`src/rtl/snake_dir_ctrl_if.sv`:
```
// Key/collision/food pulses into the snake control stage and its registered status outputs.
// The master side is the game front end; the control stage is the slave.
interface snake_dir_ctrl_if;
    logic       Key_up;
    logic       Key_down;
    logic       Key_left;
    logic       Key_right;
    logic       Hit;
    logic       Eat;
    logic [1:0] Dir;
    logic       Step;
    logic [1:0] Game_state;
    logic [3:0] Speed_level;

    modport master (
        output Key_up, Key_down, Key_left, Key_right, Hit, Eat,
        input  Dir, Step, Game_state, Speed_level
    );

    modport slave (
        input  Key_up, Key_down, Key_left, Key_right, Hit, Eat,
        output Dir, Step, Game_state, Speed_level
    );
endinterface

```
`src/rtl/snake_dir_ctrl.sv`:
```
// Snake heading, move-strobe and IDLE/RUN/DEAD control; all outputs registered (1-cycle latency).
// No backpressure: key, Hit and Eat pulses are consumed in the cycle they arrive.
module snake_dir_ctrl #(
    parameter int unsigned STEP_CYCLES = 12_500_000,
    parameter int unsigned STEP_DEC    = 1_000_000,
    parameter int unsigned MAX_LEVEL   = 8
) (
    input  logic           Clk_50mhz,
    input  logic           Rst,
    snake_dir_ctrl_if.slave bus
);

    typedef enum logic [1:0] {
        IDLE = 2'd0,
        RUN  = 2'd1,
        DEAD = 2'd2
    } state_t;

    localparam logic [1:0] DIR_UP    = 2'd0;
    localparam logic [1:0] DIR_DOWN  = 2'd1;
    localparam logic [1:0] DIR_LEFT  = 2'd2;
    localparam logic [1:0] DIR_RIGHT = 2'd3;

    state_t      state_q, state_d;
    logic [1:0]  dir_q, dir_d;
    logic [1:0]  pend_q, pend_d;
    logic        step_q, step_d;
    logic [3:0]  level_q, level_d;
    logic [31:0] cnt_q, cnt_d;

    logic        any_key;
    logic [1:0]  sel_dir;
    logic [31:0] period;
    logic        due;

    function automatic logic opposite(input logic [1:0] a, input logic [1:0] b);
        return (a[1] == b[1]) && (a[0] != b[0]);
    endfunction

    assign any_key = bus.Key_up | bus.Key_down | bus.Key_left | bus.Key_right;

    always_comb begin
        sel_dir = DIR_RIGHT;
        if (bus.Key_up) begin
            sel_dir = DIR_UP;
        end else if (bus.Key_down) begin
            sel_dir = DIR_DOWN;
        end else if (bus.Key_left) begin
            sel_dir = DIR_LEFT;
        end
    end

    // >= rather than == so a speed-up that shrinks the period below the count steps promptly.
    assign period = STEP_CYCLES - (32'(level_q) * STEP_DEC);
    assign due    = (cnt_q >= (period - 32'd1));

    always_ff @(posedge Clk_50mhz) begin
        if (Rst) begin
            state_q <= IDLE;
            dir_q   <= DIR_RIGHT;
            pend_q  <= DIR_RIGHT;
            step_q  <= 1'b0;
            level_q <= 4'd0;
            cnt_q   <= 32'd0;
        end else begin
            state_q <= state_d;
            dir_q   <= dir_d;
            pend_q  <= pend_d;
            step_q  <= step_d;
            level_q <= level_d;
            cnt_q   <= cnt_d;
        end
    end

    always_comb begin
        state_d = state_q;
        dir_d   = dir_q;
        pend_d  = pend_q;
        step_d  = 1'b0;
        level_d = level_q;
        cnt_d   = cnt_q;

        case (state_q)
            IDLE: begin
                cnt_d = 32'd0;
                if (any_key) begin
                    state_d = RUN;
                    dir_d   = sel_dir;
                    pend_d  = sel_dir;
                end
            end

            RUN: begin
                if (bus.Hit) begin
                    state_d = DEAD;
                    cnt_d   = 32'd0;
                end else begin
                    if (due) begin
                        cnt_d  = 32'd0;
                        step_d = 1'b1;
                        dir_d  = pend_q;
                    end else begin
                        cnt_d = cnt_q + 32'd1;
                    end
                    // Reversal test is against the committed heading, so a key in the
                    // step cycle lands in pending and takes effect on the next step.
                    if (any_key && !opposite(sel_dir, dir_q)) begin
                        pend_d = sel_dir;
                    end
                    if (bus.Eat && (level_q < 4'(MAX_LEVEL))) begin
                        level_d = level_q + 4'd1;
                    end
                end
            end

            DEAD: begin
                cnt_d = 32'd0;
                if (any_key) begin
                    state_d = IDLE;
                    dir_d   = DIR_RIGHT;
                    pend_d  = DIR_RIGHT;
                    level_d = 4'd0;
                end
            end

            default: begin
                state_d = IDLE;
                cnt_d   = 32'd0;
            end
        endcase
    end

    assign bus.Dir         = dir_q;
    assign bus.Step        = step_q;
    assign bus.Game_state  = state_q;
    assign bus.Speed_level = level_q;

endmodule
```
`src/flat_wrapper.sv`:
```
// flat-port wrapper written by rule: the top's interface ports become plain ports
module snake_dir_ctrl_flat 
#(
    parameter int unsigned STEP_CYCLES = 12_500_000,
    parameter int unsigned STEP_DEC    = 1_000_000,
    parameter int unsigned MAX_LEVEL   = 8
)
  (Clk_50mhz, Rst, bus_Key_up, bus_Key_down, bus_Key_left, bus_Key_right, bus_Hit, bus_Eat, bus_Dir, bus_Step, bus_Game_state, bus_Speed_level);
  snake_dir_ctrl_if bus_i ();
  input  logic Clk_50mhz;
  input  logic Rst;
  input wire logic [$bits(bus_i.Key_up)-1:0] bus_Key_up;
  input wire logic [$bits(bus_i.Key_down)-1:0] bus_Key_down;
  input wire logic [$bits(bus_i.Key_left)-1:0] bus_Key_left;
  input wire logic [$bits(bus_i.Key_right)-1:0] bus_Key_right;
  input wire logic [$bits(bus_i.Hit)-1:0] bus_Hit;
  input wire logic [$bits(bus_i.Eat)-1:0] bus_Eat;
  output wire logic [$bits(bus_i.Dir)-1:0] bus_Dir;
  output wire logic [$bits(bus_i.Step)-1:0] bus_Step;
  output wire logic [$bits(bus_i.Game_state)-1:0] bus_Game_state;
  output wire logic [$bits(bus_i.Speed_level)-1:0] bus_Speed_level;
  assign bus_i.Key_up = bus_Key_up;
  assign bus_i.Key_down = bus_Key_down;
  assign bus_i.Key_left = bus_Key_left;
  assign bus_i.Key_right = bus_Key_right;
  assign bus_i.Hit = bus_Hit;
  assign bus_i.Eat = bus_Eat;
  assign bus_Dir = bus_i.Dir;
  assign bus_Step = bus_i.Step;
  assign bus_Game_state = bus_i.Game_state;
  assign bus_Speed_level = bus_i.Speed_level;
  snake_dir_ctrl #(.STEP_CYCLES(STEP_CYCLES), .STEP_DEC(STEP_DEC), .MAX_LEVEL(MAX_LEVEL)) u_core (.Clk_50mhz(Clk_50mhz), .Rst(Rst), .bus(bus_i));
endmodule
```
`config.mk`:
```
export PLATFORM = sky130hd
export DESIGN_NAME = snake_dir_ctrl_flat
export DESIGN_NICKNAME = d
export VERILOG_FILES = /design/src/rtl/snake_dir_ctrl_if.sv /design/src/rtl/snake_dir_ctrl.sv /design/src/flat_wrapper.sv
export SDC_FILE = /design/constraint.sdc
export NUM_CORES = 1
export LEC_CHECK = 0
export CAP_MARGIN = 25
export CORE_MARGIN = 3
export CORE_UTILIZATION = 45
export CTS_CLUSTER_SIZE = 28
export DETAILED_ROUTE_END_ITERATION = 16
export PLACE_DENSITY = 0.68
export SLEW_MARGIN = 15
export SYNTH_ARGS = -nofsm -noshare
export SYNTH_HDL_FRONTEND = slang
export SYNTH_SLANG_ARGS = --single-unit
```
`constraint.sdc`:
```
create_clock -name Clk_50mhz -period 12.4 [get_ports Clk_50mhz]
set_clock_uncertainty 0.15 [all_clocks]
set_input_delay 2.48 -clock Clk_50mhz [delete_from_list [all_inputs] [get_ports Clk_50mhz]]
set_output_delay 2.48 -clock Clk_50mhz [all_outputs]
set_load 0.05 [all_outputs]
```
After elaboration in Yosys (flattened, before gate mapping)
Index checks and enable logic that the tools add are counted.

operators by class
  add/sub/neg operators = 4
  multipliers = 1
  order comparisons = 2
  eq/ne operators = 11
  muxes and demuxes = 20
  bitwise logic cells = 4
  reductions and logical operators = 13

operator list
  operator                number
  $add 32x1->32 const B   1
  $ge 32x32->1            1
  $sub 32x1->32 const B   1
  $sub 24x24->25 const A  1
  $mux 2                  11
  $mul 4x14->18 const B   1
  $pmux 2 s3              3
  $mux 4                  3
  $ne 2x1->1 const B      5
  $reduce_and 5->1        2
  $pmux 4 s2              1
  $add 4x1->4 const B     1
  $lt 4x4->1 const B      1
  $ne 2x2->1 const B      2
  $reduce_and 4->1        1
  $reduce_or 4->1         1
  $logic_and 1x1->1       3
  $or 1x1->1              3
  $reduce_and 3->1        1
  $reduce_bool 3->1       1
  $reduce_or 3->1         1
  $eq 2x1->1 const B      1
  $eq 2x2->1 const B      1
  $logic_not 2->1         1
  6 further kinds         7

storage, ports and cells
  register bits after elaboration = 43
  input port bits = 8
  output and inout port bits = 9
  logic and storage cells = 61

Longest topological paths before layout
Gate-level depths: netlist (run 1).

  depth after elaboration = 10
  depth in mapped cells = 22
  depth with buffers taken out = 20

Least setup slack after synthesis (run 1)
No wires, ideal clock.

  path type = reg-to-reg
  from = register u_core.level_q[1], in the netlist u_core.bus.Speed_level[1]
  to = register u_core.dir_q[0], in the netlist u_core.bus.Dir[0]
  setup time = 0.063 ns
  data arrival time = 5.383 ns
  data required time = 12.187 ns
  slack = 6.804 ns
  stages on the path, launching flop included = 20
  path buffers = 0
  clock period less this slack = 5.596 ns
  cell sequence = dfxtp_1 > inv_1 > ha_1 > fa_1 > inv_1 > fa_1 > inv_1 > a21o_1 > a21oi_1 > xnor2_1 > nor4_1 > o21ai_0 > ha_1 > nand4_1 > nor3_1 > a32oi_1 > o211ai_1 > a41oi_4 > or3_1 > nand3_1

between the ends
  cells in the longest elaborated chain, start to end = 6

ends and longest elaborated chain
  item                        RTL line              RTL
  start: declaration          snake_dir_ctrl.sv:28  logic [3:0] level_q, level_d;
  start signal: assignment    snake_dir_ctrl.sv:70  level_q <= level_d;
  $mul 4x14->18               snake_dir_ctrl.sv:54  assign period = STEP_CYCLES - (32'(level_q) * STEP_DEC);
  $sub 24x24->25              snake_dir_ctrl.sv:54
  $sub 32x1->32               snake_dir_ctrl.sv:55  assign due = (cnt_q >= (period - 32'd1));
  $ge 32x32->1                snake_dir_ctrl.sv:55
  $ne 2x1->1 (no line)        --
  $reduce_and 5->1 (no line)  --
  end signal: assignment      snake_dir_ctrl.sv:67  dir_q <= dir_d;
  end: declaration            snake_dir_ctrl.sv:25  logic [1:0] dir_q, dir_d;

Every way passes these cells.
A chain may end at the register's enable or synchronous reset.

Final worst setup path (run 1)
  from = register u_core.level_q[1], in the netlist u_core.bus.Speed_level[1]
  to = register u_core.cnt_q[9]

between the ends
  cells in the longest elaborated chain, start to end = 5

ends and longest elaborated chain
  item                       RTL line              RTL
  $mul 4x14->18              snake_dir_ctrl.sv:54
  $sub 24x24->25             snake_dir_ctrl.sv:54
  $sub 32x1->32              snake_dir_ctrl.sv:55
  $ge 32x32->1               snake_dir_ctrl.sv:55
  $reduce_or 4->1 (no line)  --
  end signal: assignment     snake_dir_ctrl.sv:71  cnt_q <= cnt_d;
  end: declaration           snake_dir_ctrl.sv:29  logic [31:0] cnt_q, cnt_d;

Every way passes these cells.

==> flow_summary.yaml, run 1 <==
clock_tree:
  cts_hold_buf: 0
  post_cts_resized: 0
  cts.clk_slew.worst_paths_ps: 80
  insertion_delay_ps: 300
  clkSinkCount: 43
  root_buffer: "clkbuf_8"
  max-clock-path-buffers: 2
  cts_buffers: 5
  post_cts_buffers: 0
  htreeDepth: 2
  cts_tree: "done"
yosys:
  yosys_most_used_dff: "dfxtp_1"
  syn_area_mm2: 0.003356
  synthTopCellsByArea: "dfxtp_1 26%, ha_1 19%, xnor2_1 7.8%, nor2_1 5.9%, xor2_1 5.5%"
  seq_area_frac_synth_pct: 25.65
  avgSynthCellArea_um2: 8.286
  yosysWarningCount: 0
  synth-edff-count: 0
  synth-seq-cells: 43
  synthCells: 405
  synth_top_area_share_pct: 25.65
  yosysTopAreaCell: "dfxtp_1"
  async_flop_share_pct: 0
  syn_nets: 469
  yosysUniqueCellTypes: 45
timing:
  rsz0062_at_grt: "false"
  slew_viol_final: 0
  fin_ws_ps: 6618
  fmax_ghz: 0.1730
  period_needed_ps: 5782
  setup-tns-final_ps: 0
  slew_headroom_pct: 58.76
  finalCritPeriodShare_pct: 46.63
  finalSetupViolCount: 0
  hold_viol_final: 0
  tightest_slew_ps: 617.8
global_routing:
  antenna_found_initial: 0
  grt-ovfl-total: 0
  grt_pass1_wl_um: 11530
  grt_pass1_vias: 2501
  grt_usage_pct: 16.41
  grt_max_degree: 30
power_and_ir_drop:
  peakVddDrop_v: 0.00005326
  leakagePower_uw: 0.001546
  powerDensity_mw_per_mm2: 101.3
  p_total_uw: 377.1
place:
  port_buffers: 16
  post-place-cells: 508
  place_ws_ps: 6443
  globalplace.congestion: 0.7882
  dp_hpwl_um: 5235
route:
  avgRoutedWirePerCell_um: 12.96
  drt-initial-drc-count: 69
  drc: 0
  routed_wl_um: 6701
  drtPass1Iterations: 4
  vias_per_cell: 5.282
  num_vias: 2731
  ant_nets: 0
floorplan:
  boundaryPins: 17
  initial_core_util_pct: 47.81
  core-area_mm2: 0.007019
  dieWidth_um: 92.36
  die_area_mm2: 0.008529
  rows: 30
  die-height_um: 92.36
worst_hold_path:
  whs_path_depth: 1
  min_from: "u_core.cnt_q[0]$_SDFF_PP0_"
  hold_class: "reg -> reg"
critical_path:
  reg2reg_depth: 20
  rrSetupSlack_ps: 6620
  crit_fanout: 29
  crit_type: "reg -> reg"
  crit_path_end_kind: "flip-flop"
  setup.worst_path.start: "u_core.bus.Speed_level[1]$_SDFFE_PP0P_"
  reg2reg_from: "u_core.bus.Speed_level[1]$_SDFFE_PP0P_"
  cp_data_arrival_time_ps: 5790
  cp.required_ps: 12410
  start_kind: "flip-flop"
cells_and_area:
  n_fill_cell: 667
  final_cell_mix: "53 x nor2_1, 51 x ha_1, 43 x dfxtp_1"
  drive_gt1_share_pct: 2.613
  final_common_cell: "nor2_1"
  syn2layout_area_growth_pct: 10.96
  n_antenna_cell: 0
  num-nets-final: 484
  finalNonFillerCells: 517
run_status:
  outcome: "completed"
run:
  drv_cap: 0
## through the flow
stage | hold slack, ps | instance area [um^2] | utilization [%]
after floorplan | 275.9 | 3356 | -
after global placement | 302.0 | 3586 | 51.09
after detailed placement | 315.8 | 3586 | 51.09
after CTS | 335.9 | 3719 | 52.98
after global routing | 359.3 | 3724 | 53.05
final | 322.5 | 3724 | 53.05
## routing by layer
layer / wire length (um) / GRT usage (%) / vias up
li1: - / - / 1443
met1: 3472 / 23.57 / 1250
met2: 2999 / 25.80 / 33
met3: 166 / 2.600 / 5
met4: 63 / 3.837 / 0
met5: 0 / 0 / -
## power by group
group / leakage [uW] / switching [uW] / total (uW) / internal (uW)
Sequential: 0.000348 / 8.37 / 151 / 142
Clock: 0.0000654 / 49.8 / 130 / 80.6
Combinational: 0.00113 / 57.5 / 96.0 / 38.5
Total: 0.00155 / 116 / 377 / 261
## final cells by class
type / count / area, um^2 / area share, %
multi-input combinational: 330 / 2359 / 63.34
sequential: 43 / 860.8 / 23.12
timing repair buffer: 17 / 165.2 / 4.435
tap: 96 / 120.1 / 3.226
inverter: 23 / 86.33 / 2.319
clock buffer: 6 / 72.57 / 1.949
clock inverter: 2 / 60.06 / 1.613
## state kept, by name (all words and copies together) (netlist names)
register,flops
u_core.bus.Dir,2
u_core.bus.Game_state,2
u_core.bus.Speed_level,4
u_core.bus.Step,1
u_core.cnt_q,32
u_core.pend_q,2
## critical path: stages (launching register included)
cell,delay (ps)
dfxtp_1,640
inv_1,190
ha_1,350
fa_1,540
inv_1,70
fa_1,450
inv_1,70
a21o_1,100
a21oi_1,80
xnor2_1,180
nor4_1,410
o21ai_0,250
buf_2,220
ha_1,330
nand4_1,130
nor3_1,460
a32oi_1,170
o211ai_1,170
a41oi_4,100
nand2_2,460
nor2_1,100
## cell usage after synthesis, drive strengths merged, types with 2 or more instances
cell     count
and2         2
nor3        14
nand3       12
a21oi       26
o21ai       18
o211ai       2
xnor2       30
buf          3
inv         23
and3        10
and4         3
nor4         6
nor2b        5
o31ai        2
ha          51
nor2        53
nand2       32
nand2b       3
xor2        21
fa           5
dfxtp       43
a2111oi      2
nand4       10
a211oi       3
clkbuf       6
a21o         5
## final timing paths
kind,to
hold reg to reg,u_core.cnt_q[0]$_SDFF_PP0_
setup / recovery,u_core.cnt_q[9]$_SDFF_PP0_
hold / removal,u_core.cnt_q[0]$_SDFF_PP0_
setup reg to reg,u_core.cnt_q[9]$_SDFF_PP0_
## cell families (layout without fill, tap and decap cells)
logic type	after synthesis	in the layout	synth area share [%]
muxes	1	1	0.2983
adders and majority gates	56	56	22.00
xor gates and xnor gates	51	51	13.31
DFF	43	43	25.65
and+or+nand+nor	154	154	21.89
buffers and inverters	32	48	4.064
AOI/OAI and AO/OA	68	68	12.79
Power figures use the tool's default switching activity.
==> inputs of run 2 (changes only) <==
==> constraint.sdc (replaced) <==
create_clock -name Clk_50mhz -period 5.34 [get_ports Clk_50mhz]
set_clock_uncertainty 0.15 [all_clocks]
set_input_delay 1.068 -clock Clk_50mhz [delete_from_list [all_inputs] [get_ports Clk_50mhz]]
set_output_delay 1.068 -clock Clk_50mhz [all_outputs]
set_load 0.05 [all_outputs]
==> run 2 against run 1 <==
Effect of this change:
- total power increased by 120%
- cell count up 0.97%
- die area unchanged
- wire length decreased by 1.3%
- register-to-register slack got worse by 6300 ps
- maximum frequency rose by 15%
- critical path type unchanged
- critical endpoint is now u_core.bus.Dir[0]$_SDFFE_PP1P_
- largest power group unchanged
==> flow_summary.yaml, run 2 (same netlist as run 1, synthesis figures left out) <==
power_and_ir_drop:
  powerDensity_mw_per_mm2: 221.1
  leakagePower_uw: 0.001577
  peakVddDrop_v: 0.0001232
  pwr-share-comb_pct: 27.8
  power.switching_uw: 272.8
  p_int_uw: 562.4
  sw_frac_of_total_pct: 32.66
  seq_power_share_pct: 41.4
  p_clk_share_pct: 30.8
floorplan:
  core-area_mm2: 0.007019
  boundaryPins: 17
  dieWidth_um: 92.36
  die-height_um: 92.36
  rows: 30
  die_area_mm2: 0.008529
  initial_core_util_pct: 47.81
cells_and_area:
  num-nets-final: 489
  syn2layout_area_growth_pct: 12.57
  final_cell_area_mm2: 0.003777
  largest_reg_flops: 32
  final_common_cell: "nor2_1"
  final_cell_mix: "53 x nor2_1, 51 x ha_1, 40 x dfxtp_1"
  drive_gt1_share_pct: 5.634
  n_antenna_cell: 0
  regMostFlops: "u_core.cnt_q"
timing:
  slew_viol_final: 0
  hold_viol_final: 0
  period_needed_ps: 5023
  finalSetupViolCount: 0
  fmax_ghz: 0.1991
  finalCritPeriodShare_pct: 94.06
  setup-tns-final_ps: 0
  slew_headroom_pct: 62.90
  tightest_slew_ps: 551.4
place:
  dpl_cell_area_mm2: 0.003627
  dp_hpwl_um: 5237
  port_buffers: 16
  globalplace.congestion: 0.8021
worst_hold_path:
  hold_class: "reg -> reg"
clock_tree:
  insertion_delay_ps: 300
  htreeDepth: 2
  max-clock-path-buffers: 2
  clkSinkCount: 43
  cts_buffers: 5
  cts.clk_slew.worst_paths_ps: 90
  cts_tree: "done"
  root_buffer: "clkbuf_8"
  cts_hold_buf: 0
route:
  drc: 0
  avgRoutedWirePerCell_um: 12.67
  vias_per_cell: 5.109
  num_vias: 2667
  drtPass1Iterations: 4
  ant_nets: 0
  routed_wl_um: 6614
  drt-initial-drc-count: 91
global_routing:
  grt_pass1_vias: 2565
  grt-ovfl-total: 0
  grt_max_degree: 30
  antenna_found_initial: 0
  grt_pass1_wl_um: 11860
  grt_usage_pct: 16.64
critical_path:
  slowest_stage: "fa_1"
  cp.required_ps: 5430
  cpPeakStageDelay_ps: 530
  critPathTopFamily: "adder cells"
  critPathBufInv: 3
  crit_path_end_kind: "flip-flop"
  start_kind: "flip-flop"
  crit_chain: "inv_1 -> ha_1 -> fa_1 -> inv_1 -> fa_1 -> xnor2_1 -> nand2_1 -> nor4_2 -> o21ai_4 -> ha_1 -> nand4_1 -> nor3_2 -> a32oi_1 -> o211ai_1 -> a41oi_4 -> buf_4 -> or3_1 -> nand3_1"
  crit_type: "reg -> reg"
  cp_data_arrival_time_ps: 5120
  crit_fanout: 11
run_status:
  outcome: "completed"
run:
  drv_cap: 0
run 2: final cells by class:
class | instances | area [um^2]
tap | 96 | 120.1
clock buffer | 5 | 68.82
multi-input combinational | 330 | 2389
inverter | 23 | 86.33
clock inverter | 3 | 43.79
fill | 672 | 3242
timing repair buffer | 22 | 205.2
sequential | 43 | 864.6
run 2: power by group through the flow:
stage | clock network, uW | registers, uW | logic [uW]
2_1_floorplan | 0 | 376 | 146
5_1_grt | 276 | 348 | 262
6_report | 258 | 346 | 232
4_1_cts | 267 | 346 | 234
3_3_place_gp | 0 | 353 | 226
3_5_place_dp | 0 | 353 | 231
run 2: metal layers:
layer / GRT usage, % / wire, um
met4: 4.332 / 63
met3: 2.275 / 161
met2: 26.89 / 2900
met5: 0 / 0
met1: 23.27 / 3489
run 2: per-stage QoR:
stage / cells / utilization [%] / total power [uW] / hold WS (ps) / worst slack [ps]
6_report: 522 / 53.81 / 835.1 / 310.7 / 317.1
2_1_floorplan: 405 / - / 521.4 / 275.9 / 62.95
4_1_cts: 521 / 53.28 / 846.2 / 318.1 / 85.78
5_1_grt: 522 / 53.81 / 886.2 / 360.1 / -15.42
3_5_place_dp: 513 / 51.68 / 584.4 / 297.3 / -72.94
3_3_place_gp: 513 / 51.68 / 579.4 / 304.8 / 120.4
run 2: path summary, 6_finish.rpt:
| kind | startpoint | to | slack [ps] | cells after the start |
|---|---|---|---|---|
| worst max-delay path | u_core.bus.Speed_level[2]$_SDFFE_PP0P_ | u_core.bus.Dir[0]$_SDFFE_PP1P_ | 320 | 18 |
| worst max register to register | u_core.bus.Speed_level[2]$_SDFFE_PP0P_ | u_core.bus.Dir[0]$_SDFFE_PP1P_ | 320 | 18 |
| worst min register to register | u_core.cnt_q[0]$_SDFF_PP0_ | u_core.cnt_q[0]$_SDFF_PP0_ | 310 | 1 |
| worst min-delay path | u_core.cnt_q[0]$_SDFF_PP0_ | u_core.cnt_q[0]$_SDFF_PP0_ | 310 | 1 |
run 2: worst reg2reg max path, delay by kind of cell (launching register included):
family                     cells  cell delay [ps]
adders and majority gates      4             1640
and+or+nand+nor                6             1480
AOI/OAI and AO/OA              4              550
DFF                            1              490
buffers and inverters          3              390
xor gates and xnor gates       1              280
run 2: what timing repair did:
item                       in CTS  in global routing
gates resized for setup         1                  5
buffers inserted                0                  1
setup endpoints to repair      31                 34
pin swaps                       0                  2
